## config.mk

```make
export PLATFORM = sky130hd
export DESIGN_NAME = banner_sequencer
export DESIGN_NICKNAME = d
export VERILOG_FILES = /design/src/rtl/banner_sequencer.sv
export SDC_FILE = /design/constraint.sdc
export NUM_CORES = 1
export LEC_CHECK = 0
export ABC_CLOCK_PERIOD_IN_PS = 2700
export CELL_PAD_IN_SITES_DETAIL_PLACEMENT = 0
export CELL_PAD_IN_SITES_GLOBAL_PLACEMENT = 1
export CORE_ASPECT_RATIO = 0.6
export CORE_MARGIN = 4
export CORE_UTILIZATION = 43
export DETAILED_ROUTE_END_ITERATION = 7
export PLACE_DENSITY_LB_ADDON = 0.2
export REMOVE_ABC_BUFFERS = 1
export SYNTH_ARGS = -nofsm -noshare
export SYNTH_HDL_FRONTEND = slang
export SYNTH_SLANG_ARGS = --single-unit
```

## constraint.sdc

```tcl
create_clock -name clk_0 -period 2.7 [get_ports clk_0]
set_input_delay 0.54 -clock clk_0 [delete_from_list [all_inputs] [get_ports clk_0]]
set_output_delay 0.54 -clock clk_0 [all_outputs]
set_load 0.01 [all_outputs]
```

## src/rtl/banner_sequencer.sv

```systemverilog
// Title/countdown/game-over banner sequencer for the pong overlay.
// Optional pause support is compiled in with `define BANNER_PAUSE_EN.
module banner_sequencer #(
   parameter int unsigned COUNT_FRAMES = 60,
   parameter int unsigned GO_FRAMES    = 30,
   parameter int unsigned BLINK_FRAMES = 30,
   parameter int unsigned OVER_FRAMES  = 300,
   parameter int unsigned CHAR_PITCH   = 28
) (
   input  logic       clk_0,
   input  logic       rst,
   input  logic       frame_tick,
   input  logic       start,
   input  logic       game_over,
   input  logic       winner,
   input  logic       pause,
   output logic [3:0] msg_sel,
   output logic       msg_visible,
   output logic [9:0] x_pos,
   output logic [9:0] y_pos,
   output logic       play_en
);

   localparam int unsigned CNT_W = 16;

   typedef enum logic [2:0] {
      ATTRACT, COUNT3, COUNT2, COUNT1, GO, PLAY, OVER, PAUSED
   } state_t;

   state_t           state, state_nxt;
   logic [CNT_W-1:0] frame_cnt, blink_cnt;
   logic             start_pend, over_pend, winner_pend;
   logic             start_hit, over_hit, start_eff, over_eff, winner_eff;
   logic             blink_wrap;
   logic [3:0]       sel_nxt;
   logic             vis_nxt, play_nxt;
   logic [9:0]       x_nxt;

   // Centre the string on a 640-pixel line; 0 when nothing is shown.
   function automatic logic [9:0] x_of(input logic [3:0] sel);
      int unsigned len;
      case (sel)
         4'd1:             len = 11;
         4'd2, 4'd3, 4'd4: len = 1;
         4'd5:             len = 2;
         4'd6, 4'd7:       len = 7;
         4'd8:             len = 6;
         default:          len = 0;
      endcase
      if (len == 0) return '0;
      return 10'((640 - len * CHAR_PITCH) / 2);
   endfunction

   always_comb begin
      start_hit  = start && (state == ATTRACT || state == OVER);
      over_hit   = game_over && (state == PLAY);
      start_eff  = start_pend | start_hit;
      over_eff   = over_pend | over_hit;
      winner_eff = over_hit ? winner : winner_pend;
      blink_wrap = (blink_cnt == CNT_W'(BLINK_FRAMES - 1));
   end

`ifdef BANNER_PAUSE_EN
   logic pause_pend, pause_hit, pause_eff;

   always_comb begin
      pause_hit = pause && (state == PLAY || state == PAUSED);
      pause_eff = pause_pend | pause_hit;
   end
`else
   logic unused_pause;
   assign unused_pause = pause;
`endif

   always_ff @(posedge clk_0 or posedge rst) begin
      if (rst) begin
         state       <= ATTRACT;
         frame_cnt   <= '0;
         blink_cnt   <= '0;
         start_pend  <= 1'b0;
         over_pend   <= 1'b0;
         winner_pend <= 1'b0;
`ifdef BANNER_PAUSE_EN
         pause_pend  <= 1'b0;
`endif
         msg_sel     <= 4'd1;
         msg_visible <= 1'b1;
         x_pos       <= x_of(4'd1);
         y_pos       <= 10'd224;
         play_en     <= 1'b0;
      end else begin
         y_pos <= 10'd224;
         // winner is data, not a pending flag: it must survive the PLAY->OVER change
         if (over_hit) winner_pend <= winner;
         if (frame_tick && state_nxt != state) begin
            state      <= state_nxt;
            frame_cnt  <= '0;
            blink_cnt  <= '0;
            start_pend <= 1'b0;
            over_pend  <= 1'b0;
`ifdef BANNER_PAUSE_EN
            pause_pend <= 1'b0;
`endif
         end else begin
            if (frame_tick) begin
               frame_cnt <= frame_cnt + 1'b1;
               blink_cnt <= blink_wrap ? '0 : blink_cnt + 1'b1;
            end
            start_pend <= start_eff;
            over_pend  <= over_eff;
`ifdef BANNER_PAUSE_EN
            pause_pend <= pause_eff;
`endif
         end
         if (frame_tick) begin
            msg_sel     <= sel_nxt;
            msg_visible <= vis_nxt;
            x_pos       <= x_nxt;
            play_en     <= play_nxt;
         end
      end
   end

   always_comb begin
      state_nxt = state;
      if (frame_tick) begin
         case (state)
            ATTRACT: if (start_eff) state_nxt = COUNT3;
            COUNT3:  if (frame_cnt == CNT_W'(COUNT_FRAMES - 1)) state_nxt = COUNT2;
            COUNT2:  if (frame_cnt == CNT_W'(COUNT_FRAMES - 1)) state_nxt = COUNT1;
            COUNT1:  if (frame_cnt == CNT_W'(COUNT_FRAMES - 1)) state_nxt = GO;
            GO:      if (frame_cnt == CNT_W'(GO_FRAMES - 1)) state_nxt = PLAY;
`ifdef BANNER_PAUSE_EN
            PLAY: begin
               if (over_eff)       state_nxt = OVER;
               else if (pause_eff) state_nxt = PAUSED;
            end
            PAUSED:  if (pause_eff) state_nxt = COUNT3;
`else
            PLAY:    if (over_eff) state_nxt = OVER;
`endif
            OVER: begin
               if (start_eff)                                   state_nxt = COUNT3;
               else if (frame_cnt == CNT_W'(OVER_FRAMES - 1)) state_nxt = ATTRACT;
            end
            default: state_nxt = ATTRACT;
         endcase
      end
   end

   always_comb begin
      sel_nxt  = '0;
      play_nxt = 1'b0;
      case (state_nxt)
         ATTRACT: sel_nxt = 4'd1;
         COUNT3:  sel_nxt = 4'd2;
         COUNT2:  sel_nxt = 4'd3;
         COUNT1:  sel_nxt = 4'd4;
         GO:      sel_nxt = 4'd5;
         PLAY:    play_nxt = 1'b1;
         OVER:    sel_nxt = 4'd6 + {3'b000, winner_eff};
`ifdef BANNER_PAUSE_EN
         PAUSED:  sel_nxt = 4'd8;
`endif
         default: sel_nxt = '0;
      endcase
      x_nxt = x_of(sel_nxt);
      if (state_nxt == ATTRACT || state_nxt == OVER) begin
         if (state_nxt != state) vis_nxt = 1'b1;
         else if (blink_wrap)    vis_nxt = ~msg_visible;
         else                    vis_nxt = msg_visible;
      end else begin
         vis_nxt = (sel_nxt != 4'd0);
      end
   end

endmodule

```

Word-level counts from Yosys, hierarchy flattened
Memories as Yosys holds them, arrays and structs flattened. Cells that the tools add are included.

$add $sub $neg: 4. Multipliers: 1. Eq/ne operators: 18. Muxes and demuxes: 26. Bitwise logic cells: 3. Reduce and logical (&&, ||, !) cells: 11.

Operator list (count): $mux 16 (5); $add 16x1->16 const B (2); $eq 16x5->1 const B (2); $logic_not 32->1 (1); $mul 32x3->9 const B (1); $mux 3 (9); $pmux 4 s6 (1); $pmux 3 s7 (1); $mux 10 (2); $eq 3x3->1 const B (6); $eq 16x6->1 const B (1); $eq 16x9->1 const B (1); $eq 3x2->1 const B (4); $sub 10x11->11 const A (1); $mux 1 (8); $eq 3x1->1 const B (2); $logic_not 3->1 (2); $add 3x1->4 const A (1); $reduce_bool 4->1 (1); $logic_and 1x1->1 (3); $ne 3x3->1 (1); $ne 3x3->1 const B (1); $logic_or 1x1->1 (2); $or 1x1->1 (2); other kinds (3) (3).

Flip-flop bits (word level): 54. ROM bits: 64. Memories kept: 1.

Memories: (no name shown) (words 16, width 4, read ports 1, clocked after Yosys merged registers in 0, write ports 0, RTL line 42) `case (sel)`.

Logic depth before layout (Yosys ltp)
An unclocked memory read counts as a cell.

Depth in word-level cells: 13. Depth in mapped cells: 13.

Least setup slack after synthesis
Ideal clock, no wire load.

Path kind: input to register. Start: input start. End: register x_pos[5]. Data arrival time: 2.452 ns. Required time: 2.627 ns. Slack: 0.175 ns. Cell stages on the path: 11. Buffers on the path: 1. Cells stage by stage: or4b_1 > or2_4 > o211ai_1 > a221o_1 > buf_6 > nor2_1 > xnor2_1 > ha_1 > o21ai_0 > nor2_1 > o2bb2ai_1.

Longest elaborated chain between the ends: 11. Elaborated cells between the ends (all ways): 19. Those cells by class: add/sub (1); mul (1); eq/ne (5); mux (7); bitwise (1); reduce/logical (3); memory (1).

RTL lines: start: declaration (RTL line 13) `input logic start,`; $logic_and 1x1->1 * (RTL line 55) `start_hit = start && (state == ATTRACT || state == OVER);`; $or 1x1->1 * (RTL line 57) `start_eff = start_pend | start_hit;`; $mux 3 (on tied branches) (RTL line 143, 128); $pmux 3 s7 * (RTL line 127) `case (state)`; $mux 3 * (RTL line 126) `if (frame_tick) begin`; $eq 3x3->1 (tied with other cells) (RTL line 154) `case (state_nxt)`; $pmux 4 s6 * (RTL line 154); $mem_v2 16x4 *; $mul 32x3->9 or $logic_not 32->1 (tied branches) (RTL line 51, 50); $sub 10x11->11 or $mux 1 (tied branches) (RTL line 51, 50); $mux 10 * (RTL line 51) `return 10'((640 - len * CHAR_PITCH) / 2);`; end signal: assignment (RTL line 88) `x_pos <= x_of(4'd1);`; end signal: assignment (RTL line 118) `x_pos <= x_nxt;`; end: declaration (RTL line 19) `output logic [9:0] x_pos,`.

Mark *: on every way between the ends. The rest lies on a longest branch, timed or not. A chain may end at the register's enable or synchronous reset.

Final worst setup path
Start: input game_over. End: register x_pos[4].

Longest elaborated chain between the ends: 11. Elaborated cells between the ends (all ways): 20. Those cells by class: add/sub (2); mul (1); eq/ne (5); mux (7); bitwise (1); reduce/logical (3); memory (1).

RTL lines: start: declaration (RTL line 14) `input logic game_over,`; $logic_and 1x1->1 * (RTL line 56) `over_hit = game_over && (state == PLAY);`; $or 1x1->1 (RTL line 58) `over_eff = over_pend | over_hit;`; $mux 3 (RTL line 140) `PLAY: if (over_eff) state_nxt = OVER;`; $pmux 3 s7 (RTL line 127); $mux 3 (RTL line 126); $eq 3x3->1 (tied with other cells) (RTL line 154); $pmux 4 s6 * (RTL line 154); $mem_v2 16x4 *; $mul 32x3->9 or $logic_not 32->1 (tied branches) (RTL line 51, 50); $sub 10x11->11 or $mux 1 (tied branches) (RTL line 51, 50); $mux 10 * (RTL line 51).

Marked as above.

==> flow_metrics.py <==
metrics = {
    "worst_setup_path": {
        "start_kind": "primary input",
        "worstPathMaxFanout": 3,
        "max_stage_delay_ps": 480,
        "rrSetupSlack_ps": 210,
        "crit_family": "simple AND/OR/NAND/NOR gates",
        "critPathRequiredTime_ps": 2880,
        "crit_type": "primary input to flop",
        "cp-end-kind": "flop",
        "worstPathCellList": "clkdlybuf4s50_1 -> or4b_1 -> o211ai_1 -> o21ai_2 -> o311a_1 -> or3_1 -> inv_1 -> o31ai_1",
        "worst-path-buf-inv": 2,
        "slowest_stage": "or4b_1",
        "crit_start": "game_over",
        "r2r-end": "x_pos[5]",
        "arrival_ps": 2800,
        "reg2reg_from": "frame_cnt[1]",
        "rr_worst_depth": 12,
    },
    "pwr": {
        "pwr_density_cell_nw_per_um2": 1009,
        "p_leak_nw": 1.598,
        "p_int_mw": 2.285,
        "ir_worst_vdd_mv": 0.6143,
        "p_seq_share_pct": 31.2,
        "sw_frac_of_total_pct": 36.90,
        "clkPwrFrac_pct": 19.5,
        "pwr-share-comb_pct": 49.3,
        "p_total_mw": 3.622,
        "power_switching_mw": 1.336,
    },
    "floorplan": {
        "ios": 33,
        "core_area_um2": 6734,
        "initial_utilization_pct": 44.78,
        "placementRows": 23,
        "die_h_um": 72.87,
        "dieArea_um2": 8460,
        "die_w_um": 116.1,
    },
    "global_routing": {
        "grt_util_all_layers_pct": 18.75,
        "grt_max_degree": 27,
        "grt_pass1_wl_mm": 12.19,
        "overflow": 0,
        "antenna_found_initial": 0,
        "grt_pass1_vias": 2330,
    },
    "yosys": {
        "synth_cells": 325,
        "synth_area_um2": 3015,
        "ys_warn_count": 0,
        "synth_commonest_cells": "44 x dfrtp_1, 35 x nor2_1, 23 x nand2_1",
        "ys_async_sr_fraction_pct": 100.0,
        "ys_ff_latch": 50,
        "synthDistinctLibCells": 61,
        "synth-edff-count": 0,
        "avgSynthCellArea_um2": 9.278,
        "yosys.area.top_type": "dfrtp_1",
        "yosys-top-cells-area": "dfrtp_1 37%, dfstp_2 5.2%, xor2_1 4.9%, nor2_1 4.4%, buf_4 3.5%",
        "seq_area_frac_synth_pct": 41.74,
        "yosysMostFrequentCell": "dfrtp_1",
        "yosys.area.top_type_share_pct": 36.51,
        "synthFlopType": "dfrtp_1",
    },
    "clock_network": {
        "clockRootBuffer": "clkbuf_16",
        "insertion_delay_ps": 290,
        "holdBufCountCts": 0,
        "cts.sinks": 50,
        "cts_max_level": 2,
        "numCtsBuffers": 5,
        "clk_path_buf_depth": 2,
        "clk_pin_slew_worst_paths_ps": 60,
        "cts_tree": "done",
    },
    "finish": {
        "drive_gt1_share_pct": 18.73,
        "fin_cells": 450,
        "antennaDiodeCount": 0,
        "final_util_pct": 53.33,
        "nNetsFinal": 374,
        "n_fill_cell": 633,
        "area_growth_pct": 19.09,
    },
    "timing": {
        "period_minus_slack_ps": 2621,
        "finalHoldViolCount": 0,
        "slew_violations": 0,
        "tns_ps": 0,
        "fin_crit_sh_pct": 97.08,
        "clock_skew_ps": 6.697,
        "clock.fmax_ghz": 0.3815,
        "setup_viol": 0,
    },
    "worst_hold_path": {
        "hold_class": "primary input to async pin",
    },
    "status": {
        "status": "finished, final reports clean",
    },
    "placed_design": {
        "io_buffers": 18,
        "hpwl_mm": 5.271,
        "gp_congestion": 0.8643,
        "placed_cells": 440,
    },
    "detailed_routing": {
        "route.detailed.drc": 0,
        "drt.antenna.violating_nets": 0,
        "finalWirelength_mm": 7.146,
        "drtIter0Drc": 121,
        "routedWlPerCell_um": 15.88,
        "vias": 2412,
        "firstDrtPassIters": 4,
        "routed_via_density": 5.360,
    },
    "job": {
        "cap_viol_max_count": 0,
    },
}
==> repair_timing <==
item | 4_1_cts | 5_1_grt
endpoints found under the setup margin | 3 | 2
pin swaps | 2 | 1
gates resized for setup | 3 | 4
buffers inserted | 2 | 0
==> placed cells by master, fill, tap and decap left out, drive strengths merged, types with 4 or more instances in the layout <==
cell type | Yosys | routed
inv | 13 | 13
buf | 25 | 33
nor2b | 7 | 7
dfrtp | 44 | 44
dfstp | 6 | 6
o211ai | 4 | 4
ha | 5 | 5
o21ai | 13 | 13
conb | 2 | 13
nand3 | 13 | 13
xor2 | 18 | 18
a31oi | 6 | 6
mux2 | 5 | 5
o2bb2ai | 4 | 4
a22o | 5 | 5
nand2 | 23 | 23
clkdlybuf4s50 | 0 | 17
nor2 | 37 | 37
xnor2 | 6 | 6
nor3 | 6 | 6
nand4 | 11 | 11
a21oi | 13 | 13
and3 | 9 | 9
clkbuf | 7 | 7
nand2b | 4 | 4
==> final cells by class <==
class                      instances  area (µm²)  area share [%]
timing repair buffer              51       439.2           12.23
clock inverter                     1       30.03          0.8362
clock buffer                       7       132.6           3.693
inverter                          13       48.80           1.359
multi-input combinational        241        1573           43.80
sequential                        50        1259           35.05
tap                               87       108.9           3.031
==> through the flow <==
stage	area, µm²	setup slack, ps	hold WS (ps)
floorplan	2860	45.80	471.1
global placement	3395	-388.1	465.2
detailed placement	3395	-382.4	472.3
CTS	3575	77.50	481.5
global route	3591	-5.847	487.9
finish	3591	78.75	478.1
==> how the worst max path moves through the flow <==
stage | endpoint | slack, ps | cells past startpoint
after floorplan | x_pos[5] | 50 | 10
after global placement | x_pos[5] | -390 | 11
after detailed placement | x_pos[5] | -380 | 11
after CTS | x_pos[5] | 80 | 11
after global routing | x_pos[4] | -6 | 8
final | x_pos[4] | 80 | 8
==> power by group through the flow <==
stage	Sequential (mW)	Combinational, mW	Clock [mW]
after floorplan	1.17	0.864	0
after global placement	1.13	1.70	0
after detailed placement	1.13	1.72	0
after CTS	1.13	1.77	0.728
after global routing	1.16	1.97	0.765
final	1.13	1.79	0.706
==> metal layers <==
metal / GRT usage (%) / vias to the layer above / share of wire (%)
met4: 5.019 / 0 / 0.92
met2: 22.82 / 67 / 36
met3: 4.225 / 5 / 6.0
met5: 0 / - / 0
li1: - / 1190 / -
met1: 31.77 / 1150 / 57
==> cells by family after synthesis <==
logic type               synth area share (%)
multiplexers                            1.991
flip-flops                              41.74
AND/OR/NAND/NOR                         23.28
buffers and inverters                   8.133
AO/OA/AOI/OAI                           14.94
XOR/XNOR                                7.593
adder cells (fa/ha/maj)                 2.075
other                                  0.2491
==> state kept, by name, summed over array words and instances (netlist names), 3 cells and up <==
register   cells
blink_cnt     16
frame_cnt     16
x_pos          7
msg_sel        3
state          3
Power figures use the tool's default switching activity.
